**src/rtl/mainbus_pkg.sv**
```systemverilog
// Shared main-bus definitions: select codes used by the stage-2 control
// decoder and by every device slot, plus the FIFO device status byte layout.
package mainbus_pkg;

  localparam int SEL_W = 4;

  typedef enum logic [SEL_W-1:0] {
    SEL_NONE  = 4'd0,
    SEL_A     = 4'd1,
    SEL_B     = 4'd2,
    SEL_C     = 4'd3,
    SEL_D     = 4'd4,
    SEL_E     = 4'd5,
    SEL_F     = 4'd6,
    SEL_G     = 4'd7,
    SEL_ALU   = 4'd8,
    SEL_DEV9  = 4'd9,
    SEL_DEV10 = 4'd10,
    SEL_DEV11 = 4'd11,
    SEL_DEV12 = 4'd12,
    SEL_DEV13 = 4'd13,
    SEL_DEV14 = 4'd14,
    SEL_MEM   = 4'd15
  } sel_e;

  // Status byte: sticky flags in the top two bits, live FIFO levels below.
  function automatic logic [7:0] status_byte(input logic tx_ovf, input logic rx_unf,
                                             input logic tx_full, input logic tx_empty,
                                             input logic rx_full, input logic rx_empty);
    return {tx_ovf, rx_unf, 2'b00, tx_full, tx_empty, rx_full, rx_empty};
  endfunction

endpackage

```
**src/rtl/mainbus_fifo_device_if.sv**
```systemverilog
// Main-bus select/data signals and the external TX/RX byte streams of the
// FIFO device. The device uses the slave modport; the bus side uses master.
interface mainbus_fifo_device_if #(parameter int WIDTH = 8);
  import mainbus_pkg::*;

  logic [SEL_W-1:0] mainbus_assert_select;
  logic [SEL_W-1:0] mainbus_load_select;
  logic [WIDTH-1:0] mainbus_in;
  logic [WIDTH-1:0] mainbus_out;
  logic             mainbus_oe_n;
  logic [WIDTH-1:0] tx_data;
  logic             tx_valid;
  logic             tx_ready;
  logic [WIDTH-1:0] rx_data;
  logic             rx_valid;
  logic             rx_ready;

  modport slave (
    input  mainbus_assert_select, mainbus_load_select, mainbus_in,
    input  tx_ready, rx_data, rx_valid,
    output mainbus_out, mainbus_oe_n, tx_data, tx_valid, rx_ready
  );

  modport master (
    output mainbus_assert_select, mainbus_load_select, mainbus_in,
    output tx_ready, rx_data, rx_valid,
    input  mainbus_out, mainbus_oe_n, tx_data, tx_valid, rx_ready
  );

endinterface

```
**src/rtl/mainbus_fifo_device_sync_fifo.sv**
```systemverilog
// Single-clock FIFO with wrap-bit pointers. Push is ignored when full and
// pop when empty, so callers may qualify or not. Storage is not reset.
module sync_fifo #(
  parameter int DEPTH = 8,
  parameter int WIDTH = 8
) (
  input  logic             clk,
  input  logic             rst,
  input  logic             push_i,
  input  logic             pop_i,
  input  logic [WIDTH-1:0] data_i,
  output logic             full_o,
  output logic             empty_o,
  output logic [WIDTH-1:0] head_o
);

  localparam int AW = $clog2(DEPTH);

  logic [AW:0]      wr_q, wr_d, rd_q, rd_d;
  logic [WIDTH-1:0] mem_q [DEPTH];
  logic             do_push, do_pop;

  assign empty_o = (wr_q == rd_q);
  assign full_o  = (wr_q[AW] != rd_q[AW]) && (wr_q[AW-1:0] == rd_q[AW-1:0]);
  assign head_o  = mem_q[rd_q[AW-1:0]];
  assign do_push = push_i && !full_o;
  assign do_pop  = pop_i && !empty_o;

  // Next pointer values; each pointer advances independently.
  always_comb begin
    wr_d = wr_q;
    rd_d = rd_q;
    if (do_push) wr_d = wr_q + 1'b1;
    if (do_pop)  rd_d = rd_q + 1'b1;
  end

  // Pointer registers, cleared asynchronously so contents are discarded.
  always_ff @(posedge clk or posedge rst) begin
    if (rst) begin
      wr_q <= '0;
      rd_q <= '0;
    end else begin
      wr_q <= wr_d;
      rd_q <= rd_d;
    end
  end

  // Storage write at the current write slot.
  always_ff @(posedge clk) begin
    if (do_push) mem_q[wr_q[AW-1:0]] <= data_i;
  end

endmodule

```
**src/rtl/mainbus_fifo_device.sv**
```systemverilog
// Main-bus FIFO peripheral: CPU loads push into TX, CPU asserts pop from RX.
// Optional status port at STATUS_ID enabled by macro MAINBUS_FIFO_STATUS_EN.
module mainbus_fifo_device
  import mainbus_pkg::*;
#(
  parameter logic [SEL_W-1:0] DEV_ID    = SEL_DEV9,
  parameter logic [SEL_W-1:0] STATUS_ID = SEL_DEV10,
  parameter int               DEPTH     = 8,
  parameter int               WIDTH     = 8
) (
  input logic                  clk,
  input logic                  reset,
  mainbus_fifo_device_if.slave bus
);

  if (DEV_ID == STATUS_ID || DEV_ID < SEL_DEV9 || DEV_ID > SEL_DEV14 ||
      STATUS_ID < SEL_DEV9 || STATUS_ID > SEL_DEV14 ||
      DEPTH < 2 || DEPTH > 256 || (DEPTH & (DEPTH - 1)) != 0) begin : g_bad_cfg
    $error("mainbus_fifo_device: illegal DEV_ID/STATUS_ID/DEPTH");
  end

  logic             dev_wr, dev_rd, st_rd;
  logic             tx_full, tx_empty, rx_full, rx_empty;
  logic [WIDTH-1:0] tx_head, rx_head, status_w;

  // Decode is gated by reset so the bus outputs hold their idle values.
  assign dev_wr = !reset && (bus.mainbus_load_select == DEV_ID);
  assign dev_rd = !reset && (bus.mainbus_assert_select == DEV_ID);

  sync_fifo #(.DEPTH(DEPTH), .WIDTH(WIDTH)) u_tx (
    .clk(clk), .rst(reset),
    .push_i(dev_wr), .pop_i(bus.tx_ready), .data_i(bus.mainbus_in),
    .full_o(tx_full), .empty_o(tx_empty), .head_o(tx_head)
  );

  sync_fifo #(.DEPTH(DEPTH), .WIDTH(WIDTH)) u_rx (
    .clk(clk), .rst(reset),
    .push_i(bus.rx_valid), .pop_i(dev_rd), .data_i(bus.rx_data),
    .full_o(rx_full), .empty_o(rx_empty), .head_o(rx_head)
  );

  assign bus.tx_valid = !tx_empty;
  assign bus.tx_data  = tx_empty ? '0 : tx_head;
  assign bus.rx_ready = !rx_full;

`ifdef MAINBUS_FIFO_STATUS_EN
  logic ovf_q, ovf_d, unf_q, unf_d;

  assign st_rd = !reset && (bus.mainbus_assert_select == STATUS_ID);

  // Sticky flags: a status read clears them, but a new event that cycle wins.
  always_comb begin
    ovf_d = ovf_q;
    unf_d = unf_q;
    if (st_rd) begin
      ovf_d = 1'b0;
      unf_d = 1'b0;
    end
    if (dev_wr && tx_full)  ovf_d = 1'b1;
    if (dev_rd && rx_empty) unf_d = 1'b1;
  end

  // Sticky flag registers.
  always_ff @(posedge clk or posedge reset) begin
    if (reset) begin
      ovf_q <= 1'b0;
      unf_q <= 1'b0;
    end else begin
      ovf_q <= ovf_d;
      unf_q <= unf_d;
    end
  end

  // Status word, zero-extended above the defined byte.
  always_comb begin
    status_w      = '0;
    status_w[7:0] = status_byte(ovf_q, unf_q, tx_full, tx_empty, rx_full, rx_empty);
  end
`else
  assign st_rd    = 1'b0;
  assign status_w = '0;
`endif

  // Bus drive: RX head for a data read (zero when empty), status word otherwise.
  always_comb begin
    bus.mainbus_out  = '0;
    bus.mainbus_oe_n = !(dev_rd || st_rd);
    if (dev_rd) begin
      if (!rx_empty) bus.mainbus_out = rx_head;
    end else if (st_rd) begin
      bus.mainbus_out = status_w;
    end
  end

endmodule

```
**src/flat_wrapper.sv**
```systemverilog
// flat-port wrapper written by rule: the top's interface ports become plain ports
module mainbus_fifo_device_flat import mainbus_pkg::*;
#(
  parameter logic [SEL_W-1:0] DEV_ID    = SEL_DEV9,
  parameter logic [SEL_W-1:0] STATUS_ID = SEL_DEV10,
  parameter int               DEPTH     = 8,
  parameter int               WIDTH     = 8
)
  (clk, reset, bus_mainbus_assert_select, bus_mainbus_load_select, bus_mainbus_in, bus_tx_ready, bus_rx_data, bus_rx_valid, bus_mainbus_out, bus_mainbus_oe_n, bus_tx_data, bus_tx_valid, bus_rx_ready);
  mainbus_fifo_device_if #(.WIDTH(WIDTH)) bus_i ();
  input logic clk;
  input logic reset;
  input wire logic [$bits(bus_i.mainbus_assert_select)-1:0] bus_mainbus_assert_select;
  input wire logic [$bits(bus_i.mainbus_load_select)-1:0] bus_mainbus_load_select;
  input wire logic [$bits(bus_i.mainbus_in)-1:0] bus_mainbus_in;
  input wire logic [$bits(bus_i.tx_ready)-1:0] bus_tx_ready;
  input wire logic [$bits(bus_i.rx_data)-1:0] bus_rx_data;
  input wire logic [$bits(bus_i.rx_valid)-1:0] bus_rx_valid;
  output wire logic [$bits(bus_i.mainbus_out)-1:0] bus_mainbus_out;
  output wire logic [$bits(bus_i.mainbus_oe_n)-1:0] bus_mainbus_oe_n;
  output wire logic [$bits(bus_i.tx_data)-1:0] bus_tx_data;
  output wire logic [$bits(bus_i.tx_valid)-1:0] bus_tx_valid;
  output wire logic [$bits(bus_i.rx_ready)-1:0] bus_rx_ready;
  assign bus_i.mainbus_assert_select = bus_mainbus_assert_select;
  assign bus_i.mainbus_load_select = bus_mainbus_load_select;
  assign bus_i.mainbus_in = bus_mainbus_in;
  assign bus_i.tx_ready = bus_tx_ready;
  assign bus_i.rx_data = bus_rx_data;
  assign bus_i.rx_valid = bus_rx_valid;
  assign bus_mainbus_out = bus_i.mainbus_out;
  assign bus_mainbus_oe_n = bus_i.mainbus_oe_n;
  assign bus_tx_data = bus_i.tx_data;
  assign bus_tx_valid = bus_i.tx_valid;
  assign bus_rx_ready = bus_i.rx_ready;
  mainbus_fifo_device #(.DEV_ID(DEV_ID), .STATUS_ID(STATUS_ID), .DEPTH(DEPTH), .WIDTH(WIDTH)) u_core (.clk(clk), .reset(reset), .bus(bus_i));
endmodule
```
**config.mk**
```make
export PLATFORM = sky130hd
export DESIGN_NAME = mainbus_fifo_device_flat
export DESIGN_NICKNAME = d
export VERILOG_FILES = /design/src/rtl/mainbus_pkg.sv /design/src/rtl/mainbus_fifo_device_if.sv /design/src/rtl/mainbus_fifo_device_sync_fifo.sv /design/src/rtl/mainbus_fifo_device.sv /design/src/flat_wrapper.sv
export SDC_FILE = /design/constraint.sdc
export NUM_CORES = 1
export LEC_CHECK = 0
export ABC_AREA = 1
export CAP_MARGIN = 20
export CORE_ASPECT_RATIO = 0.7
export CORE_MARGIN = 10
export CORE_UTILIZATION = 50
export CTS_CLUSTER_DIAMETER = 120
export DETAILED_ROUTE_END_ITERATION = 8
export HOLD_SLACK_MARGIN = 0.06
export MAX_ROUTING_LAYER = met4
export PLACE_DENSITY = 0.7
export SKIP_LAST_GASP = 1
export SLEW_MARGIN = 20
export SYNTH_ARGS = -nofsm -noshare
export SYNTH_HDL_FRONTEND = slang
export SYNTH_SLANG_ARGS = --single-unit
```
**constraint.sdc**
```tcl
create_clock -name clk -period 2.2 [get_ports clk]
set_clock_uncertainty 0.05 [all_clocks]
set_input_delay 0.33 -clock clk [delete_from_list [all_inputs] [get_ports clk]]
set_output_delay 0.33 -clock clk [all_outputs]
set_load 0.05 [all_outputs]
```
==> results.sh <==
export IMPL_ys_ff_latch=144
export IMPL_status="finished, violations left"
export IMPL_r2r_end="u_core.u_tx.mem_q[6][1]"
export IMPL_areaGrowthSynthToFinish_pct=32.73
export IMPL_critPathLaunchType="register"
export IMPL_crit_fanout=6
export IMPL_fmax_mhz=446.2
export IMPL_cts_max_path_buffers=2
export IMPL_setup_slack_ps=-41.23
export IMPL_diodes=0
export IMPL_reg2regPathDepth=7
export IMPL_ir_drop_uv=874.4
export IMPL_coreArea_sq_um=12550
export IMPL_drc=0
export IMPL_use_met3=0.05000
export IMPL_grtUsageTotal=0.1937
export IMPL_yosysSeqAreaShare=0.6569
export IMPL_ys_types=31
export IMPL_endpoint="bus_tx_data[1]"
export IMPL_cp_startpoint="u_core.u_tx.rd_q[0]"
export IMPL_nets=747
export IMPL_hold_viol_final=0
export IMPL_violations="negative setup slack"
export IMPL_cts_sinks=144
export IMPL_finalCriticalPeriod_ps=2241
export IMPL_whs_ps=425.7
export IMPL_die_h_um=115.1
export IMPL_initial_core_util=0.5149
export IMPL_max_stage_delay_ps=490
export IMPL_synth_warnings=0
export IMPL_antenna_found_initial=0
export IMPL_first_pass_iters=5
export IMPL_grt_use_met1=0.2786
export IMPL_regArea_sq_um=4253
export IMPL_vias_per_cell=5.435
export IMPL_synth_cells=618
export IMPL_syn_area_sq_um=6461
export IMPL_die_area_sq_um=17940
export IMPL_io_pins=47
export IMPL_h_tree_depth=4
export IMPL_endpoint_kind="primary output"
export IMPL_ant_nets=0
export IMPL_rsz0062_at_grt="true"
export IMPL_drv_cap=0
export IMPL_setup_viol=11
export IMPL_die_width_um=155.9
export IMPL_hold_path_class="input port to async pin"
export IMPL_syn_avg_cell_area_sq_um=10.46
export IMPL_multi_input_area_sq_um=2223
export IMPL_io_buffers=46
export IMPL_syn_num_nets=650
export IMPL_drive_gt1_frac=0.2953
export IMPL_grt_pass1_wl_um=25690
export IMPL_worstPathArrival_ps=1860
export IMPL_cts_root_buf="clkbuf_16"
export IMPL_place_gp_congestion=0.8865
export IMPL_dp_cells=830
export IMPL_clkLatencyLatePin_ps=410
export IMPL_grt_ovfl_total=0
export IMPL_dp_hpwl_um=10360
export IMPL_tritoncts="done"
export IMPL_worst_slew_pin_slew_ps=639.6
export IMPL_first_iter_violations=543
export IMPL_crit_top_cell="nand2_2"
export IMPL_pwr_density_cell_nw_per_um2=1440
export IMPL_slowest_stage="dfrtp_2"
export IMPL_fin_crit_sh=1.019
export IMPL_fillers=876
export IMPL_grt_max_degree=25
export IMPL_cp_top_family="simple AND/OR/NAND/NOR gates"
export IMPL_path_depth=9
export IMPL_path_cells="inv_4 -> nand2_2 -> nand2_2 -> inv_2 -> nor2_4 -> nand2_4 -> nand2_2 -> nor2_4 -> buf_12"
export IMPL_rows=34
export IMPL_path_buf_inv=3
export IMPL_r2r_start="u_core.u_tx.rd_q[2]"
export IMPL_top_usage_layer="met1"
export IMPL_first_global_vias=4592
export IMPL_critPathRequiredTime_ps=1820
export IMPL_gr_usage_met2=0.2637
export IMPL_numCtsBuffers=17
export IMPL_drt_wl_total_um=16850
export IMPL_slew_headroom=0.5732
export IMPL_p_leak_uw=0.003432
export IMPL_worst_r2r_setup_slack_ps=220
export IMPL_vias=4837
export IMPL_wl_per_cell_um=18.93
export IMPL_path_clk_slew_ps=60
export IMPL_critical_path_class="register to primary output"
export IMPL_layoutNonFillerInstCount=890
export IMPL_postCtsHoldBufs=0
export IMPL_slew_violations=0
-- registers in the layout, indices dropped and copies added (netlist names) --
signal             cells
u_core.u_tx.rd_q       4
u_core.u_rx.mem_q     64
u_core.u_tx.wr_q       4
u_core.u_rx.wr_q       4
u_core.u_tx.mem_q     64
u_core.u_rx.rd_q       4
-- through the flow --
stage	total power [uW]	setup TNS (ps)	instance area, sq um	worst slack (ps)	util
global route	13000	-1528	8576	-131.7	0.6834
global placement	8013	0	7298	52.37	0.5816
CTS	11900	-212.7	8359	-45.97	0.6661
floorplan	6423	0	6461	65.05	-
detailed placement	8114	0	7298	37.65	0.5816
finish	12350	-256.1	8576	-41.23	0.6834
-- synthesized netlist by cell type --
| library cell | count | area (sq um) |
|---|---|---|
| buf_4 | 4 | 30.03 |
| nand2_4 | 6 | 67.56 |
| nand2_2 | 7 | 43.79 |
| nand3b_1 | 2 | 15.01 |
| xnor2_1 | 1 | 8.760 |
| buf_2 | 15 | 75.07 |
| clkbuf_1 | 4 | 15.01 |
| nand2_1 | 197 | 739.5 |
| nor2b_4 | 1 | 13.76 |
| inv_4 | 3 | 18.77 |
| edfxtp_1 | 128 | 3844 |
| a21oi_1 | 8 | 40.04 |
| inv_2 | 7 | 26.28 |
| ha_1 | 4 | 50.05 |
| a21oi_4 | 1 | 16.27 |
| xor2_1 | 7 | 61.31 |
| nor2_2 | 2 | 12.51 |
| dfrtp_1 | 16 | 400.4 |
| nand4_4 | 1 | 21.27 |
| a21oi_2 | 7 | 61.31 |
| buf_12 | 1 | 20.02 |
| inv_1 | 21 | 78.83 |
| nor3_4 | 1 | 16.27 |
| nand3_1 | 30 | 150.1 |
| o21ai_0 | 39 | 195.2 |
| nand4_2 | 1 | 12.51 |
| or2_1 | 1 | 6.260 |
| nor3_1 | 1 | 5.000 |
| o21ai_1 | 9 | 45.04 |
| nor2_1 | 90 | 337.8 |
| buf_6 | 3 | 33.78 |
-- routing by layer --
metal	vias to the layer above	share of wire
met5	-	0
met4	0	0.0094
met3	21	0.083
met2	208	0.44
met1	2343	0.47
li1	2265	-
-- repair_timing --
action                                  CTS  global route
pin swaps                                23            32
endpoints found under the setup margin   17            19
setup buffers                            16             5
gates cloned                              7             2
resized for setup                        76            66
-- cell families (layout without fill, tap and decap cells) --
group,after synthesis,count (layout),synth area share
AO/OA/AOI/OAI,64,64,0.05538
adder cells (fa/ha/maj),4,4,0.007746
AND/OR/NAND/NOR,340,342,0.2231
flip-flops,144,144,0.6569
buffers and inverters,58,166,0.04609
XOR/XNOR,8,8,0.01084
-- tightest hold or removal path, delay by kind of cell --
kind	cells	cell delay, ps
buffers and inverters	3	1030
-- cell usage in the layout (no fill, tap or decap), drive strengths merged --
| cell | instances |
|---|---|
| nand2 | 212 |
| edfxtp | 128 |
| nor2 | 92 |
| buf | 75 |
| o21ai | 48 |
| inv | 37 |
| nand3 | 30 |
| clkdlybuf4s50 | 27 |
| clkbuf | 18 |
| a21oi | 16 |
| dfrtp | 16 |
| xor2 | 7 |
| clkinv | 7 |
| ha | 4 |
| nand3b | 2 |
| nand4 | 2 |
| nor3 | 2 |
| xnor2 | 1 |
| or2 | 1 |
| nor2b | 1 |
| bufinv | 1 |
| clkinvlp | 1 |
-- report_power, final --
part,internal [uW],switching (uW),total (uW),leakage [uW]
logic,2490,3520,6010,0.00180
registers,3280,285,3570,0.00135
clock network,1590,1180,2770,0.000282
total,7360,4980,12300,0.00343
-- worst min path at each step --
stage | start | end | slack [ps]
4_1_cts | reset | u_core.u_tx.rd_q[2] | 440
6_report | reset | u_core.u_rx.rd_q[2] | 430
2_1_floorplan | reset | u_core.u_rx.rd_q[0] | 190
3_3_place_gp | u_core.u_rx.wr_q[3] | u_core.u_rx.wr_q[3] | 430
5_1_grt | u_core.u_rx.wr_q[3] | u_core.u_rx.wr_q[3] | 480
3_5_place_dp | u_core.u_rx.wr_q[3] | u_core.u_rx.wr_q[3] | 440
-- final cells by class --
cell class	instances	area share
timing repair buffer	103	0.1379
clock inverter	15	0.01751
inverter	31	0.01619
multi-input combinational	418	0.2593
sequential	144	0.4959
clock buffer	17	0.04961
tap	162	0.02364
Note: power is estimated with default switching activity, not from simulation.
